===== src/rtl/i2c_decode.sv =====
// ---------------------------------------------------------------------------
// i2c_decode
//
// Bus-condition decoder for the I2C slave datapath. The raw SCL/SDA lines are
// sampled on the system clock and START / STOP conditions are reported as
// single-cycle pulses. The first received byte (address + R/W) is decoded
// into an address-match flag and the transfer direction.
//
// Optional build macro: DECODE_SYNC_EN
//   When defined, a two-flop synchronizer (reset value 1) sits in front of
//   the sampling registers on both scl and sda_in. This adds two cycles of
//   latency to start_found / stop_found. Pulse width and the detection rules
//   do not change.
//
// Parameters:
//   SLAVE_ADDR     7-bit slave address compared against starting_byte[7:1]
//
// Ports:
//   clk            in   system clock, rising-edge active
//   n_rst          in   synchronous reset, active HIGH despite the name
//   scl            in   raw I2C clock line
//   sda_in         in   raw I2C data line
//   starting_byte  in   [7:0] first byte after START ([7:1] addr, [0] R/W)
//   rw_mode        out  1 = master reads from slave, 0 = master writes
//   address_match  out  starting_byte[7:1] == SLAVE_ADDR
//   stop_found     out  one-cycle pulse on a STOP condition
//   start_found    out  one-cycle pulse on a START / repeated START
// ---------------------------------------------------------------------------
module i2c_decode #(
   parameter logic [6:0] SLAVE_ADDR = 7'b1111000
) (
   input  logic       clk,
   input  logic       n_rst,
   input  logic       scl,
   input  logic       sda_in,
   input  logic [7:0] starting_byte,
   output logic       rw_mode,
   output logic       address_match,
   output logic       stop_found,
   output logic       start_found
);

   // Line values presented to the sampling registers.
   logic scl_line;
   logic sda_line;

`ifdef DECODE_SYNC_EN
   // Two-flop synchronizers. Reset to the idle-bus level so that coming out
   // of reset does not look like a line transition.
   logic [1:0] scl_sync_q;
   logic [1:0] scl_sync_d;
   logic [1:0] sda_sync_q;
   logic [1:0] sda_sync_d;

   always_comb begin
      scl_sync_d = {scl_sync_q[0], scl};
      sda_sync_d = {sda_sync_q[0], sda_in};
   end

   always_ff @(posedge clk) begin
      if (n_rst) begin
         scl_sync_q <= 2'b11;
         sda_sync_q <= 2'b11;
      end else begin
         scl_sync_q <= scl_sync_d;
         sda_sync_q <= sda_sync_d;
      end
   end

   assign scl_line = scl_sync_q[1];
   assign sda_line = sda_sync_q[1];
`else
   assign scl_line = scl;
   assign sda_line = sda_in;
`endif

   // Sampling registers: current and previous sample of each line.
   logic scl_cur_q;
   logic scl_cur_d;
   logic sda_cur_q;
   logic sda_cur_d;
   logic scl_prev_q;
   logic scl_prev_d;
   logic sda_prev_q;
   logic sda_prev_d;

   always_comb begin
      scl_cur_d  = scl_line;
      sda_cur_d  = sda_line;
      scl_prev_d = scl_cur_q;
      sda_prev_d = sda_cur_q;
   end

   // All four reset to 1 (idle bus), which discards any edge that was in
   // flight when reset arrived.
   always_ff @(posedge clk) begin
      if (n_rst) begin
         scl_cur_q  <= 1'b1;
         sda_cur_q  <= 1'b1;
         scl_prev_q <= 1'b1;
         sda_prev_q <= 1'b1;
      end else begin
         scl_cur_q  <= scl_cur_d;
         sda_cur_q  <= sda_cur_d;
         scl_prev_q <= scl_prev_d;
         sda_prev_q <= sda_prev_d;
      end
   end

   // SCL must be high in both samples; SDA direction selects START or STOP.
   // The two are mutually exclusive because they need opposite SDA edges.
   assign start_found = scl_prev_q & scl_cur_q &  sda_prev_q & ~sda_cur_q;
   assign stop_found  = scl_prev_q & scl_cur_q & ~sda_prev_q &  sda_cur_q;

   // Address/direction decode is purely combinational and ignores reset.
   assign rw_mode       = starting_byte[0];
   assign address_match = (starting_byte[7:1] == SLAVE_ADDR);

endmodule


===== config.mk =====
export PLATFORM = sky130hd
export DESIGN_NAME = i2c_decode
export DESIGN_NICKNAME = d
export VERILOG_FILES = /design/src/rtl/i2c_decode.sv
export SDC_FILE = /design/constraint.sdc
export NUM_CORES = 1
export LEC_CHECK = 0
export ABC_AREA = 1
export CORE_AREA = 2 2 39 41
export CTS_BUF_LIST = sky130_fd_sc_hd__clkbuf_2
export DETAILED_ROUTE_END_ITERATION = 8
export DIE_AREA = 0 0 41 43
export DONT_BUFFER_PORTS = 1
export HOLD_SLACK_MARGIN = 0.15
export PLACE_DENSITY = 0.36
export SLEW_MARGIN = 25
export SYNTH_ARGS = -nofsm -noshare
export SYNTH_HDL_FRONTEND = slang
export SYNTH_SLANG_ARGS = --single-unit

===== constraint.sdc =====
create_clock -name clk -period 1.1 [get_ports clk]
set_input_delay 0.11 -clock clk [delete_from_list [all_inputs] [get_ports clk]]
set_output_delay 0.11 -clock clk [all_outputs]
set_load 0.01 [all_outputs]

==> out/metrics.csv <==
metric;value;unit
crit_slowest_cell;dfxtp_1;
grt_pass1_vias;172;
avgSynthCellArea;8.195;um^2
power;0.0003106;W
ys_warn_count;0;
fin_setup_tns;0;ps
period_share;83.71;%
ir_drop;0.2206;mV
grt_max_degree;5;
path_max_fanout;2;
netlist_area;163.9;um^2
post_cts_buffers;0;
cp.required;990;ps
path_clk_slew;40;ps
clock-skew-final;5.292;ps
io-pin-count;16;
p_switching;0.00007022;W
syn_to_final_growth;35.11;%
critPathMaxStageDelay;320;ps
die_area;1763;um^2
cts_resized;0;
core-area;1384;um^2
reg2reg_slack;470;ps
hp-class;in2out;
cts_buffers;3;
p_int;0.0002403;W
fp.dieH;43;um
track_usage;5.305;%
synth.largest_area_cell;dfxtp_1;
synth_seq_cells;4;
die_w;41;um
post-route-util;16.00;%
power.leakage;0.09506;nW
cp_data_arrival_time;810;ps
criticalPathCategory;reg2out;
n_antenna_cell;0;
synth_nets;32;
htree_levels;1;
max_clock_freq;1.086;GHz
portBuffers;0;
root_buffer;clkbuf_2;
place_ws;375.3;ps
num_rows;14;
pwr-share-clk;41.4;%
final_layout_size_suffix_gt1_share;20.00;%
drc;0;
slew_headroom;84.02;%
layout_common_cells;4 x or2_1, 4 x dfxtp_1;
finalSetupViolations;0;
synth_top_cell_area_share;48.85;%
cp_cell_sequence;inv_1 -> nor3_2;
fin_ws;179.1;ps
pwr-share-comb;8.5;%
gp_congestion;0.4419;
final-hold-violation-count;0;
dr_total_vias;135;
start_kind;register;
clock-sinks;4;
status;completed;
power_density;1402;nW/um^2
cts_tree;yes;
grt.overflow.total;0;
post-route-min-period;920.9;ps
drtAntennaViolNets;0;
seq_area_frac_synth;48.85;%
wire_per_inst;8.146;um
slew_viol_final;0;
wirelength;334;um
ys_types;9;
avgViaCountPerCell;3.293;
holdWs;220.0;ps
synth_area_leaders;dfxtp_1 49%, or2_1 15%, nand2_1 6.9%, nor2_1 6.9%, nor3_2 6.1%;
clk_latency;200;ps
initial_core_util;11.84;%
drtIter0Drc;1;
end_kind;output pin;
worst_slew_pin_slew;238.5;ps
antenna_found_initial;0;
switching_share;22.61;%
grt_pass1_wl;572;um
nNetsFinal;39;
rsz0062_at_grt;false;
seq_power_share;50.2;%
drtPass1Iterations;2;
max-cap-violations;0;
cts.path.max_buffers;2;
synthCells;20;
n_fill_cell;163;
[worst paths after layout]
kind,startpoint,to,cells past startpoint
max,sda_cur_q$_SDFF_PP1_,stop_found,2
min,starting_byte[0],rw_mode,0
max reg2reg,sda_cur_q$_SDFF_PP1_,sda_prev_q$_SDFF_PP1_,1
min reg2reg,scl_cur_q$_SDFF_PP1_,scl_prev_q$_SDFF_PP1_,1
[kinds of logic after synthesis]
family | count (synthesis) | share of synthesized area, %
flops | 4 | 48.86
simple gates | 13 | 41.98
buf+inv | 3 | 9.164
[metrics by stage]
stage	std cells	cell area, um^2
floorplan	20	163.9
global placement	35	176.4
detailed placement	35	176.4
CTS	41	221.5
global route	41	221.5
finish	41	221.5
[worst max-delay path, delay by kind of cell, from the launching register on]
kind          cells  cell delay (ps)
simple gates      1              240
buf+inv           1               60
flops             1              320
[cell usage after synthesis]
cell type  instances
inv_1              2
nor3_2             1
dfxtp_1            4
buf_4              1
nand3_1            1
nor2_1             3
nand2_1            3
or2_1              4
nor2_2             1
[registers in the layout (all words and copies together) (netlist names)]
name        count
sda_cur_q       1
scl_cur_q       1
sda_prev_q      1
scl_prev_q      1
[layout make-up]
class	count	area (um^2)	area share (%)
Sequential cell	4	80.08	36.16
Multi-Input combinational cell	13	68.82	31.07
Timing Repair Buffer	3	30.03	13.56
Tap cell	16	20.02	9.040
Clock buffer	3	15.01	6.780
Inverter	2	7.507	3.390
[power by group through the flow]
stage	logic [W]	clock network [W]	registers, W
floorplan	0.0000194	0	0.000157
global placement	0.0000165	0	0.000158
detailed placement	0.0000178	0	0.000158
CTS	0.0000272	0.000137	0.000156
global route	0.0000309	0.000149	0.000156
finish	0.0000263	0.000129	0.000156
[routing by layer]
layer / GRT usage (%) / routed length, um / up-vias
met5: 0 / 0 / -
met4: 6.000 / 15 / 0
met3: 3.141 / 33 / 3
met2: 8.438 / 166 / 9
met1: 3.503 / 118 / 54
li1: - / - / 69
[what timing repair did]
action | CTS | global route
endpoints found under the hold margin | 4 | 0
hold buffers | 3 | 0
endpoints found under the setup margin | 0 | 0
(Power assumes the default switching activity.)
